--- src/rtl/load_store_unit.sv ---
`default_nettype none
// ============================================================================
// Module      : load_store_unit
// Description : Single-outstanding RV32I load/store unit in front of a 1 KB
//               byte-addressed memory. A request accepted in IDLE spends one
//               cycle in ACCESS, where the write strobe is driven or the read
//               word is captured. It then spends one cycle in RESP, where Done
//               pulses with Err and LoadData.
// Revision    : 1.0  initial release
// ----------------------------------------------------------------------------
// Ports
//   Clk          in   1   rising-edge clock
//   Rst          in   1   synchronous active-high reset
//   Req          in   1   core request strobe (sampled only in IDLE)
//   IsStore      in   1   1 = store, 0 = load
//   Funct3       in   3   RV32I width/sign code
//   Addr         in  32   byte address
//   StoreData    in  32   store data, bits [7:0] = lowest byte
//   Ready        out  1   idle, can accept Req
//   Done         out  1   one-cycle completion pulse
//   Err          out  1   fault flag, valid with Done, held until next Done
//   LoadData     out 32   extended load result, valid with Done
//   Mem_Din      out 32   memory write data
//   Mem_WR_Addr  out 32   memory write byte address
//   Mem_RD_Addr  out 32   memory read byte address (word aligned)
//   Mem_WE       out  2   00 none, 01 byte, 10 half, 11 word
//   Mem_Dout     in  32   combinational read data from Mem_RD_Addr
// ============================================================================
module load_store_unit (
    input  logic        Clk,
    input  logic        Rst,
    input  logic        Req,
    input  logic        IsStore,
    input  logic [2:0]  Funct3,
    input  logic [31:0] Addr,
    input  logic [31:0] StoreData,
    output logic        Ready,
    output logic        Done,
    output logic        Err,
    output logic [31:0] LoadData,
    output logic [31:0] Mem_Din,
    output logic [31:0] Mem_WR_Addr,
    output logic [31:0] Mem_RD_Addr,
    output logic [1:0]  Mem_WE,
    input  logic [31:0] Mem_Dout
);

    typedef enum logic [1:0] {
        S_IDLE   = 2'd0,
        S_ACCESS = 2'd1,
        S_RESP   = 2'd2
    } state_t;

    localparam logic [1:0] WE_NONE = 2'b00;
    localparam logic [1:0] WE_BYTE = 2'b01;
    localparam logic [1:0] WE_HALF = 2'b10;
    localparam logic [1:0] WE_WORD = 2'b11;

    state_t      state_q;
    logic        store_q;
    logic [2:0]  funct3_q;
    logic [31:0] addr_q;
    logic [31:0] data_q;
    logic        err_pend_q;   // fault decided at accept, published with Done
    logic        err_q;
    logic        done_q;
    logic [31:0] load_data_q;
    logic [1:0]  we_q;

    // ------------------------------------------------------------------------
    // Fault and write-strobe decode on the incoming request. Evaluated every
    // cycle but only captured at the accepting edge.
    // ------------------------------------------------------------------------
    logic        bad_code_d;
    logic        misalign_d;
    logic        out_of_range_d;
    logic        err_d;
    logic [1:0]  we_d;

    always_comb begin
        bad_code_d     = 1'b0;
        misalign_d     = 1'b0;
        out_of_range_d = |Addr[31:10];
        we_d           = WE_NONE;

        if (IsStore) begin
            bad_code_d = Funct3[2] | (Funct3 == 3'b011);
        end else begin
            bad_code_d = (Funct3 == 3'b011) | (Funct3 == 3'b110) |
                         (Funct3 == 3'b111);
        end

        // Funct3[1:0] encodes the access size for every legal code.
        if (Funct3[1:0] == 2'b01) begin
            misalign_d = Addr[0];
        end else if (Funct3[1:0] == 2'b10) begin
            misalign_d = |Addr[1:0];
        end

        err_d = bad_code_d | misalign_d | out_of_range_d;

        if (IsStore && !err_d) begin
            case (Funct3[1:0])
                2'b00:   we_d = WE_BYTE;
                2'b01:   we_d = WE_HALF;
                2'b10:   we_d = WE_WORD;
                default: we_d = WE_NONE;
            endcase
        end
    end

    // ------------------------------------------------------------------------
    // Load lane selection and extension from the latched request. The memory
    // always returns the aligned word, so lanes come from the low address bits.
    // ------------------------------------------------------------------------
    logic [31:0] lane_shift_d;
    logic [7:0]  byte_d;
    logic [15:0] half_d;
    logic [31:0] load_data_d;

    always_comb begin
        lane_shift_d = Mem_Dout >> {addr_q[1:0], 3'b000};
        byte_d       = lane_shift_d[7:0];
        half_d       = addr_q[1] ? Mem_Dout[31:16] : Mem_Dout[15:0];
        load_data_d  = 32'd0;

        if (!store_q && !err_pend_q) begin
            case (funct3_q)
                3'b000:  load_data_d = {{24{byte_d[7]}}, byte_d};
                3'b001:  load_data_d = {{16{half_d[15]}}, half_d};
                3'b010:  load_data_d = Mem_Dout;
                3'b100:  load_data_d = {24'd0, byte_d};
                3'b101:  load_data_d = {16'd0, half_d};
                default: load_data_d = 32'd0;
            endcase
        end
    end

    // ------------------------------------------------------------------------
    // Controller and registered outputs.
    // ------------------------------------------------------------------------
    always_ff @(posedge Clk) begin
        if (Rst) begin
            state_q     <= S_IDLE;
            store_q     <= 1'b0;
            funct3_q    <= 3'd0;
            addr_q      <= 32'd0;
            data_q      <= 32'd0;
            err_pend_q  <= 1'b0;
            err_q       <= 1'b0;
            done_q      <= 1'b0;
            load_data_q <= 32'd0;
            we_q        <= WE_NONE;
        end else begin
            case (state_q)
                S_IDLE: begin
                    done_q <= 1'b0;
                    if (Req) begin
                        store_q    <= IsStore;
                        funct3_q   <= Funct3;
                        addr_q     <= Addr;
                        data_q     <= StoreData;
                        err_pend_q <= err_d;
                        // Strobe is live for exactly the ACCESS cycle.
                        we_q       <= we_d;
                        state_q    <= S_ACCESS;
                    end
                end
                S_ACCESS: begin
                    we_q        <= WE_NONE;
                    done_q      <= 1'b1;
                    err_q       <= err_pend_q;
                    load_data_q <= load_data_d;
                    state_q     <= S_RESP;
                end
                S_RESP: begin
                    done_q  <= 1'b0;
                    state_q <= S_IDLE;
                end
                default: begin
                    we_q    <= WE_NONE;
                    done_q  <= 1'b0;
                    state_q <= S_IDLE;
                end
            endcase
        end
    end

    assign Ready       = (state_q == S_IDLE);
    assign Done        = done_q;
    assign Err         = err_q;
    assign LoadData    = load_data_q;
    assign Mem_WE      = we_q;
    assign Mem_Din     = data_q;
    assign Mem_WR_Addr = addr_q;
    assign Mem_RD_Addr = {addr_q[31:2], 2'b00};

endmodule

`default_nettype wire

--- config.mk ---
export PLATFORM = sky130hd
export DESIGN_NAME = load_store_unit
export DESIGN_NICKNAME = d
export VERILOG_FILES = /design/src/rtl/load_store_unit.sv
export SDC_FILE = /design/constraint.sdc
export NUM_CORES = 1
export LEC_CHECK = 0
export BUFFER_PORTS_ARGS = -buffer_cell sky130_fd_sc_hd__buf_4
export CAP_MARGIN = 20
export CORE_ASPECT_RATIO = 1.75
export CORE_MARGIN = 5
export CORE_UTILIZATION = 45
export DETAILED_ROUTE_END_ITERATION = 16
export GPL_TIMING_DRIVEN = 0
export HOLD_SLACK_MARGIN = 0.06
export PLACE_DENSITY = 0.78
export SLEW_MARGIN = 0
export SYNTH_ARGS = -nofsm -noshare
export SYNTH_HDL_FRONTEND = slang
export SYNTH_SLANG_ARGS = --single-unit
--- constraint.sdc ---
create_clock -name Clk -period 4.4 [get_ports Clk]
set_clock_uncertainty 0.15 [all_clocks]
set_input_delay 0.66 -clock Clk [delete_from_list [all_inputs] [get_ports Clk]]
set_output_delay 0.66 -clock Clk [all_outputs]
set_load 0.1 [all_outputs]
### After elaboration in Yosys (flattened, before gate mapping)

Cells that the tools add are included.

| operators by class | value |
|---|---|
| equality and inequality tests | 12 |
| shifts and indexed selects | 1 |
| mux-type cells | 13 |
| bitwise logic cells | 6 |
| reduce and logical (&&, ||, !) cells | 12 |

Operators by type and width:

| operator | number |
|---|---|
| one-hot mux 32 bit (5 select lines) | 1 |
| 2-to-1 mux 32 bit | 1 |
| >> shifter 32 x 5 -> 8 bit | 1 |
| OR reduction 22 bit | 1 |
| 2-to-1 mux 16 bit | 1 |
| == test 3 bit (second input constant) | 4 |
| one-hot mux 2 bit (2 select lines) | 2 |
| == test 3 x 2 -> 1 bit (second input constant) | 2 |
| 2-to-1 mux 2 bit | 3 |
| one-hot mux 2 bit (3 select lines) | 1 |
| OR 1 bit | 5 |
| == test 2 x 1 -> 1 bit (second input constant) | 2 |
| == test 2 bit (second input constant) | 2 |
| zero test 2 bit | 2 |
| 2-to-1 mux 1 bit | 4 |
| AND reduction 2 bit | 2 |
| == test 3 x 1 -> 1 bit (second input constant) | 1 |
| zero test 1 bit | 3 |
| zero test 3 bit | 1 |
| logical AND 1 bit | 2 |
| inequality test 2 bit (second input constant) | 1 |
| OR reduction 2 bit | 1 |
| inverter 1 bit | 1 |

| word-level totals | value |
|---|---|
| bits in registers | 107 |
| bits of input ports | 103 |
| output and inout port bits | 133 |

### Longest topological paths before layout

| depth | value |
|---|---|
| depth in word-level cells | 11 |
| gate-level depth with buffers | 6 |

### Least setup slack after synthesis

OpenSTA, ideal clock, no wires.

| path | value |
|---|---|
| path type | register to output |
| start | register state_q[1] |
| end | output port Ready |
| arrival time | 1,594 ps |
| required time | 3,590 ps |
| setup slack | 1,996 ps |
| stages on the path, launching flop included | 2 |
| path buffers | 0 |
| path through | dfxtp_1 > nor2_1 |

| on the way | value |
|---|---|
| longest elaborated chain between the ends | 1 |

RTL lines:

| what | line | source |
|---|---|---|
| start, declared | 59 | `state_t state_q;` |
| start signal, assigned | 144 | `state_q <= S_IDLE;` |
| start signal, assigned | 166 | `state_q <= S_ACCESS;` |
| start signal, assigned | 174 | `state_q <= S_RESP;` |
| zero test 2 bit | 189 | `assign Ready = (state_q == S_IDLE);` |
| end, declared | 37 | `output logic Ready,` |

No other way between the ends.

### Worst setup path in the final report

| path | value |
|---|---|
| start | input port Rst |
| end | register data_q[2] (netlist: Mem_Din[2]) |

RTL lines:

| what | line | source |
|---|---|---|
| start, declared | 31 | `input logic Rst,` |
| end signal, assigned | 162 | `data_q <= StoreData;` |
| end, declared | 63 | `logic [31:0] data_q;` |

No word-level cell between the ends.

==> metrics.md <==
| Metric | Value |
|---|---|
| Status | `completed` |
| CTS root buf | `clkbuf_16` |
| Unrepaired setup endpoints after global routing | `no` |
| Largest net degree at the start of global routing | `17` |
| Worst-Margin Slew | `0.738 ns` |
| Initial core utilization | `45.8%` |
| Seq/Total Area, Yosys | `44.0%` |
| Ys Warns | `0` |
| Area of the core | `approximately 11,000 um^2` |
| R2R depth | `6` |
| Pins Over Slew Limit | `0` |
| Ports | `roughly 240` |
| # DRC | `0` |
| Worst r2r dst | `LoadData[27]` |
| Startpoint Class | `input port` |
| HP Class | `flip-flop to flip-flop` |
| Commonest non-fill, non-tap cell in the layout | `buf_4` |
| Met2 routed WL | `between 9 and 10 mm` |
| Layout Cells excl Fill | `roughly 960` |
| Crit Path Class | `input port to flip-flop` |
| Top routing layer used | `met4` |
| Share of cells above drive strength 1 | `roughly two fifths` |
| Utilization after layout | `approximately 67%` |
| Hold Path Depth | `2` |
| Grt total ovfl | `0` |
| Syn Std Cell Area | `around 5000 um^2` |
| Port bufs | `232` |
| Final min period | `~2 ns` |
| Rel. slew slack | `between 50 and 60%` |
| H-tree Lvls | `3` |
| Flop-to-flop setup slack | `2.48 ns` |
| Number of CTS-inserted buffers | `9` |
| Post-CTS setup buffers | `0` |
| Multiplexer share of the synthesized area | `0.822%` |
| Post-CTS sizing | `0` |
| Final worst-path cycle share | `46.2%` |
| Pre-antenna DRT Iters | `6` |
| Hold wc startpoint | `Mem_Din[24]` |
| CP arrival | `2.09 ns` |
| # diodes | `0` |
| Met3 wire length | `between 1 and 1.5 mm` |
| Final RePlAce weighted congestion | `0.940` |
| Hold EP | `Mem_Din[24]` |
| Die ar. | `13,100 um^2` |
| Post-synthesis instance total | `582` |
| Initial DRC count | `around 290` |
| Die height | `148 um` |
| Flops & latches, synth | `107` |
| Final setup fails | `0` |
| Crit Reg-Reg Startpoint | `Mem_WR_Addr[1]` |
| Power Dens Cells | `403 nW/um^2` |
| Main combinational cell family by area after synthesis | `compound AO/OA/AOI/OAI gates` |
| Yosys cell types | `45` |
| Crit path max fanout | `10` |
| Total GRT Usage | `26.1%` |
| Dpl hpwl | `14.1 mm` |
| Most frequent cells in the layout | `266 x buf_4, 177 x nand2_1, 107 x dfxtp_1, 68 x a21oi_1, 24 x clkbuf_1` |
| First-pass GRT wire length | `26.5 mm` |
| Vias | `5,215` |
| Setup TNS | `0 ns` |
| Max Cap Violations | `0` |
| Via/cell ratio | `around 5.4` |
| Placement Rows | `50` |
| Simple-Gate Fraction of Synth Area | `20.6%` |
| Longest Clk Path Bufs | `2` |
| Syn_area_per_cell | `8.37 um^2` |
| Layout Nets | `933` |
| Final hold vios | `0` |
| WL final | `17.3 mm` |
| XOR/XNOR Fraction of Synth Area | `0%` |
| Routed length per instance | `about 18 um` |
| Die width | `88.7 um` |
| Inst Count DP | `945` |
| Metal1 wirelength | `5.58 mm` |
| CTS hold repair buffers | `0` |
| Initial antenna violation count | `0` |
| Fmax | `492 MHz` |
| Max VDD drop | `0.000287 V` |
| Layout area overhead | `45.4%` |
| Leak | `~3 nW` |
| Clk_lat worst skew | `~0.34 ns` |
| Routed Antenna Nets | `0` |
| Vias in the first global route | `roughly 5,300` |
| Top cells by area, synth | `dfxtp_1 44%, nand2_1 14%, a21oi_1 7.0%` |
| Post-synthesis compound-gate area fraction | `23.8%` |
| Clk sink count | `roughly 110` |
| Critical Path End Type | `flip-flop` |
| WP data required | `about 4.5 ns` |
| Adder-Cell Fraction of Synth Area | `1.03%` |
| TritonCTS clock tree | `done` |
| Clk slew on worst S/H paths | `0.07 ns` |
| Post-synth top area share | `44.0%` |
| Synth area leader | `dfxtp_1` |
| Pwr Total | `between 2 and 3 mW` |
==> report_power, final <==
part | switching [mW] | internal, mW | total, mW
clock | 0.350 | 0.495 | 0.845
combinational | 0.708 | 0.241 | 0.949
sequential | 0.0389 | 1.02 | 1.06
total | 1.10 | 1.76 | 2.85
==> area by class of cell <==
cell class,count,area [um^2]
sequential,107,2140
clock inverter,4,76.3
inverter,4,15.0
buffer,80,458
tap,130,163
clock buffer,10,229
timing repair buffer,232,1740
fill,935,3550
multi-input combinational,392,2260
==> worst max-delay path, stage by stage <==
cell and delay, ns:
clkbuf_1 0.34, clkbuf_1 0.53, clkbuf_1 0.47, a21oi_1 0.09
==> state kept, by name, summed over array words and instances, names as in the netlist <==
register     cells
Done             1
Err              1
LoadData        32
Mem_Din         32
Mem_WE           2
Mem_WR_Addr     32
err_pend_q       1
funct3_q         3
state_q          2
store_q          1
==> stage by stage <==
| stage | hold WS (ns) | cell area (um^2) | worst slack [ns] |
|---|---|---|---|
| 2_1_floorplan | 0.297 | 4880 | 2.00 |
| 6_report | 0.309 | 7090 | 2.37 |
| 3_3_place_gp | 0.294 | 6780 | 2.03 |
| 4_1_cts | 0.307 | 7090 | 2.37 |
| 5_1_grt | 0.333 | 7090 | 2.27 |
| 3_5_place_dp | 0.298 | 6780 | 2.01 |
==> metal layers <==
layer / up-vias / global-route usage, %
li1: 2481 / -
met1: 2429 / 26.3
met2: 239 / 47.1
met3: 66 / 5.02
met4: 0 / 16.1
met5: - / 0
==> kinds of logic (layout without fill, tap and decap cells) <==
family | after synthesis | after routing
compound gates | 155 | 155
buf+inv | 84 | 330
mux | 4 | 4
fa+ha+maj | 4 | 4
simple gates | 227 | 227
flops | 107 | 107
other cells | 1 | 2
==> synth_stat cells (all sizes together) <==
master and number:
buf 57, mux2i 4, a21oi 68, dfxtp 107
nor3 4, a31oi 7, nor4 5, o31ai 2
nand2 178, o21ai 3, nor2b 3, a21o 8
o22a 1, a22oi 17, conb 1, nor4bb 7
nand2b 3, nor2 13, inv 4, or4 1
o21a 1, nand3 9, a21boi 7, a222oi 7
nor3b 2, ha 4, or3b 1, a221oi 33
clkbuf 23, o21bai 1, nand3b 1
==> worst max path at each step <==
stage | end | startpoint | cells after the start
detailed placement | Mem_Din[1] | Rst | 4
global route | funct3_q[1] | Rst | 4
CTS | Mem_Din[1] | Rst | 4
floorplan | Ready | state_q[1] | 1
global placement | err_pend_q | Funct3[0] | 6
finish | Mem_Din[2] | Rst | 4
(Power assumes the default switching activity.)
